--- config.mk ---
export PLATFORM = sky130hd
export DESIGN_NAME = instr_fetch
export DESIGN_NICKNAME = d
export VERILOG_FILES = /design/src/rtl/instr_fetch_pkg.sv /design/src/rtl/instr_fetch.sv
export SDC_FILE = /design/constraint.sdc
export NUM_CORES = 1
export LEC_CHECK = 0
export CAP_MARGIN = 40
export CORE_ASPECT_RATIO = 0.6
export CORE_UTILIZATION = 39
export DETAILED_ROUTE_END_ITERATION = 7
export DONT_BUFFER_PORTS = 1
export PLACE_DENSITY = 0.63
export SYNTH_ARGS = -nofsm -noshare
export SYNTH_HDL_FRONTEND = slang
export SYNTH_SLANG_ARGS = --single-unit
--- constraint.sdc ---
create_clock -name clk -period 1.9 [get_ports clk]
set_input_delay 0.285 -clock clk [delete_from_list [all_inputs] [get_ports clk]]
set_output_delay 0.285 -clock clk [all_outputs]
set_load 0.01 [all_outputs]
--- src/rtl/instr_fetch_pkg.sv ---
// instr_fetch_pkg: fetch FSM encoding, NOP constant and default reset PC
package instr_fetch_pkg;
  typedef enum logic [1:0] {S_REQ, S_WAIT, S_FULL, S_DRAIN} fetch_state_e;
  localparam logic [31:0] NOP_INSTR = 32'h0000_0013;
  localparam logic [31:0] DEFAULT_RESET_PC = 32'h0000_0000;
  function automatic logic [31:0] word_align(input logic [31:0] a);
    return {a[31:2], 2'b00};
  endfunction
endpackage

--- src/rtl/instr_fetch.sv ---
// instr_fetch: single-outstanding instruction fetch with a one-entry decode slot
module instr_fetch
  import instr_fetch_pkg::*;
#(
  parameter logic [31:0] RESET_PC = DEFAULT_RESET_PC
) (
  input  logic        clk,
  input  logic        rst_n,
  output logic        imem_req,
  output logic [31:0] imem_addr,
  input  logic        imem_rvalid,
  input  logic [31:0] imem_rdata,
  output logic        id_valid,
  input  logic        id_ready,
  output logic [31:0] id_instr,
  output logic [31:0] id_pc,
  output logic [31:0] id_pc_plus4,
  input  logic        redirect_valid,
  input  logic [31:0] redirect_pc,
  output logic        pc_misalign
);
  fetch_state_e state_q, state_d;
  logic [31:0] pc_q, pc_d, instr_q, instr_d, id_pc_q, id_pc_d, id_pc4_q, id_pc4_d;
  logic valid_q, valid_d, misalign_q, misalign_d, req_c;
  logic [31:0] pc_plus4;
  assign pc_plus4 = pc_q + 32'd4;
  always_comb begin
    state_d = state_q;
    pc_d = pc_q;
    valid_d = valid_q;
    instr_d = instr_q;
    id_pc_d = id_pc_q;
    id_pc4_d = id_pc4_q;
    misalign_d = redirect_valid && (redirect_pc[1:0] != 2'b00);
    req_c = 1'b0;
    if (redirect_valid) begin
      pc_d = word_align(redirect_pc);
      valid_d = 1'b0;
      // an in-flight response that has not arrived yet must be drained first
      state_d = ((state_q == S_WAIT || state_q == S_DRAIN) && !imem_rvalid) ? S_DRAIN : S_REQ;
    end else begin
      case (state_q)
        S_REQ: begin
          req_c = 1'b1;
          state_d = S_WAIT;
        end
        S_WAIT: if (imem_rvalid) begin
          instr_d = imem_rdata;
          id_pc_d = pc_q;
          id_pc4_d = pc_plus4;
          pc_d = pc_plus4;
          valid_d = 1'b1;
          state_d = S_FULL;
        end
        S_FULL: if (id_ready) begin
          req_c = 1'b1;
          valid_d = 1'b0;
          state_d = S_WAIT;
        end
        S_DRAIN: if (imem_rvalid) state_d = S_REQ;
        default: state_d = S_REQ;
      endcase
    end
  end
  always_ff @(posedge clk) begin
    if (!rst_n) begin
      state_q <= S_REQ;
      pc_q <= RESET_PC;
      valid_q <= 1'b0;
      instr_q <= NOP_INSTR;
      id_pc_q <= 32'h0;
      id_pc4_q <= 32'h0;
      misalign_q <= 1'b0;
    end else begin
      state_q <= state_d;
      pc_q <= pc_d;
      valid_q <= valid_d;
      instr_q <= instr_d;
      id_pc_q <= id_pc_d;
      id_pc4_q <= id_pc4_d;
      misalign_q <= misalign_d;
    end
  end
  assign imem_req = req_c && rst_n;
  assign imem_addr = pc_q;
  assign id_valid = valid_q;
  assign id_instr = instr_q;
  assign id_pc = id_pc_q;
  assign id_pc_plus4 = id_pc4_q;
  assign pc_misalign = misalign_q;
endmodule

# After elaboration in Yosys (flattened, before gate mapping)

Index checks and enable logic that the tools add are counted.

Add/subtract/negate cells: 1
Equal/unequal tests: 8
Multiplexer cells: 15
Bitwise operators: 2
Reduce and logical (&&, ||, !) cells: 16

Operators with widths:

| cell                                           | number |
|---|---|
| 2-to-1 mux 32 bit                              | 3 |
| adder 32 x 3 -> 32 bit (second input constant) | 1 |
| 2-to-1 mux 2 bit                               | 5 |
| inequality test 3 bit (second input constant)  | 3 |
| AND reduction 3 bit                            | 3 |
| case mux 2 bit (4 select lines)                | 1 |
| nonzero test 2 bit                             | 4 |
| == test 2 bit (second input constant)          | 2 |
| 2-to-1 mux 1 bit                               | 4 |
| inequality test 2 bit (second input constant)  | 2 |
| case mux 1 bit (2 select lines)                | 2 |
| AND reduction 2 bit                            | 2 |
| logical AND 1 bit                              | 3 |
| == test 2 x 1 -> 1 bit (second input constant) | 1 |
| zero test 2 bit                                | 1 |
| NOT 1 bit                                      | 2 |
| OR reduction 2 bit                             | 1 |
| zero test 1 bit                                | 1 |
| logical OR 1 bit                               | 1 |

Bits in registers: 132
Input bits: 69
Output and inout port bits: 131
Word-level logic and storage cells: 50

# Logic depth before layout (Yosys ltp)

Word-level depth: 5
Gate-level depth with buffers: 8
Gate-level depth less buffers: 5

# Worst setup path after synthesis

No wires, ideal clock.

Path type: reg2reg
Start point: register pc_q[2] (netlist: imem_addr[2])
End point: register pc_q[28] (netlist: imem_addr[28])
Library setup time: 0.074 ns
Arrival time: 1.926 ns
Required time: 1.826 ns
Slack: -0.100 ns
Stages on the path, launching flop included: 7
Buffers on the path: 1
Clock period less this slack: 2.000 ns
Path through: dfxtp_1 ha_1 and4_1 buf_2 nand4_1 or4_1 a31oi_1

Cells in the longest elaborated chain, start to end: 4

RTL lines:

| item                   | RTL line          | RTL |
|---|---|---|
| start, declared        | instr_fetch.sv:23 | `logic [31:0] pc_q, pc_d, instr_q, instr_d, id_pc_q, id_pc_d, id_pc4_q, id_pc4_d;` |
| start signal, assigned | instr_fetch.sv:76 | `pc_q <= pc_d;` |
| adder 32 x 3 -> 32 bit | instr_fetch.sv:26 | `assign pc_plus4 = pc_q + 32'd4;` |
| 2-to-1 mux 32 bit      | instr_fetch.sv:47 | `S_WAIT: if (imem_rvalid) begin` |
| 2-to-1 mux 32 bit      | instr_fetch.sv:42 | `case (state_q)` |
| 2-to-1 mux 32 bit      | instr_fetch.sv:36 | `if (redirect_valid) begin` |

No other way between the ends. The select of a mux whose other input is x is not followed.
A chain may end at the register's enable or synchronous reset.

# Worst setup path after layout

Start point: register pc_q[10] (netlist: imem_addr[10])
End point: register pc_q[27] (netlist: imem_addr[27])

The elaborated chain is that of the path after synthesis.

==> flow_summary.ini <==
[logic_synthesis]
post_synth.cell_area_avg_um2 = 7.89
synth_top_family_by_area = simple AND/OR/NAND/NOR gates
synth_edf_count = 0
syn_inst = 734
synthAdderAreaFrac_pct = 0.216
synthFlopType = dfxtp_1
synthMuxAreaShare_pct = 0.346
synthTopCellsByCount = nand2_1 (152), dfxtp_1 (126), a21oi_1 (77), o21ai_0 (53), clkbuf_1 (46)
ys_seq_area_share_pct = 43.6
yosysMostFrequentCell = nand2_1
ys_async_sr_fraction_pct = 0
synth.area.top_cells = dfxtp_1 (44%), nand2_1 (9.9%), a21oi_1 (6.7%)
ys_types = 54
syn-cell-area_mm2 = 0.00579
yosys.area_share.simple_pct = 26.2
yosys.area_share.xor_xnor_pct = 3.03
yosysWarnings = 0
synth_compound_area_share_pct = 20.0
ys_ff_latch = 126
yosysTopAreaCellShare_pct = 43.6
synth_top_area_cell = dfxtp_1

[timing]
fin_skew_ns = 0.0102
drv_slew = 0
max_freq_ghz = 0.538
period_share_pct = 97.8
relSlewSlack_pct = 66.1
worstMarginPinSlew_ns = 0.508
setup_violations = 0
hold_viol = 0
fin_crit_ns = 1.86
fin_hold_ws_ns = 0.0211

[grt]
first_global_vias = 4864
grt_max_degree = 61
grt_pass1_wl_um = 27800
grtUsageTotal_pct = 23.7
grt_remaining_overflow = 0
antenna_found_initial = 4

[clock_network]
cts_tree = yes
clock_latency_ns = 0.40
clk_path_buf_depth = 2
numCtsBuffers = 17
clock_sinks = 126
cts-root-buf = clkbuf_16
htreeDepth = 4
path_clk_slew_ns = 0.06

[floorplanning]
initial_core_util_pct = 39.9
die-area_mm2 = 0.0153
dieHeight_um = 96.4
placement_rows = 34
die_w_um = 159
io_pins = 200
core-area_mm2 = 0.0145

[power]
cellPowerDensity_mw_per_mm2 = 926
peakVddDrop_mv = 0.555
p_leak_nw = 2.32
total_power_mw = 6.39

[job]
cap_violations = 0

[worst_setup_path]
arrival_ns = 2.13
critPathCaptureType = flop
cp-start-kind = flop
critPathMaxFanout = 5
cp_data_required_time_ns = 2.17
critPathKind = reg -> reg

[detailed_routing]
vias = 5548
wirelength_um = 18900
drt_drc_violations_left = 0
wl_per_cell_um = 19.7
viasPerCell = 5.77
dr.pass1.iters = 5
ant_nets = 0
drtIter0Drc = 403

[finish]
nets = 823
syn2layout_area_growth_pct = 19.2
drive_gt1_share_pct = 16.9

[placement]
gp_congestion = 0.859
io_buffers = 0
hpwl_um = 13500

[outcome]
status = finished, final reports clean

[worst_hold_path]
hold_class = in -> reg
[repair_timing]
action                                  CTS  global route
pin swaps                                 0             3
hold buffers                              1             0
resized for setup                         2            16
endpoints found under the setup margin    3            18
setup buffers                             0             6
endpoints found under the hold margin     4             0
[worst max-delay path: stages, from the launching register on]
cell,delay (ns)
dfxtp_1,0.40
nand4_4,0.15
or4_4,0.60
buf_4,0.18
nor4_1,0.31
nor3_2,0.09
[metrics by stage]
step                std cells  setup slack (ns)  cell area [um2]  util [%]  TNS (ns)
floorplan                 739           0.00263             5820         -         0
global placement          925            0.0458             6270      43.2         0
detailed placement        925           -0.0181             6270      43.2   -0.0181
CTS                       954           0.00167             6820      47.0         0
global route              962           -0.0470             6900      47.6   -0.0470
finish                    962            0.0421             6900      47.6         0
[cells in the final DEF (no fill, tap or decap), types with 17 or more instances in the layout]
master / instances
o21ai_0: 53
nand4_1: 18
nand2_1: 151
clkbuf_16: 17
nor2_1: 26
dfxtp_1: 118
a31oi_1: 19
or4_1: 19
buf_4: 71
a21oi_1: 77
[sequential cells by signal, indices dropped and copies added, names as in the netlist]
name and cells:
id_pc_plus4 30, id_valid 1, state_q 2, id_instr 32, id_pc 30, pc_misalign 1, imem_addr 30
[power by group]
group / switching, mW / internal (mW) / total, mW
Combinational: 0.357 / 0.215 / 0.572
Clock: 1.12 / 1.82 / 2.94
Sequential: 0.127 / 2.75 / 2.88
Total: 1.60 / 4.79 / 6.39
[final cells by class]
class	count	area [um2]
sequential	126	2530
timing repair buffer	75	603
tap	198	248
clock inverter	8	70.1
inverter	3	11.3
multi-input combinational	530	2980
fill	1409	7600
clock buffer	20	457
antenna	2	5.00
[cells by family after synthesis]
family,Yosys count
AND/OR/NAND/NOR,305
multiplexers,2
other,1
AO/OA/AOI/OAI,196
XOR/XNOR,20
adder cells (fa/ha/maj),1
flip-flops,126
buffers and inverters,83
[layer usage]
metal  track usage [%]  up-vias  part of all wire, %
met2              36.0      244                   43
met1              32.3     2632                   47
li1                  -     2650                    -
met5                 0        -                 0.15
met4              5.29        4                 0.74
met3              8.10       18                  8.9
[final timing paths]
check                                     from            end  slack, ns  cells after the start
worst min register to register    id_instr[22]   id_instr[22]       0.50                      2
worst max register to register   imem_addr[10]  imem_addr[27]       0.04                      5
worst min-delay path            imem_rdata[12]   id_instr[12]       0.02                      2
worst max-delay path             imem_addr[10]  imem_addr[27]       0.04                      5
Power figures use the tool's default switching activity.
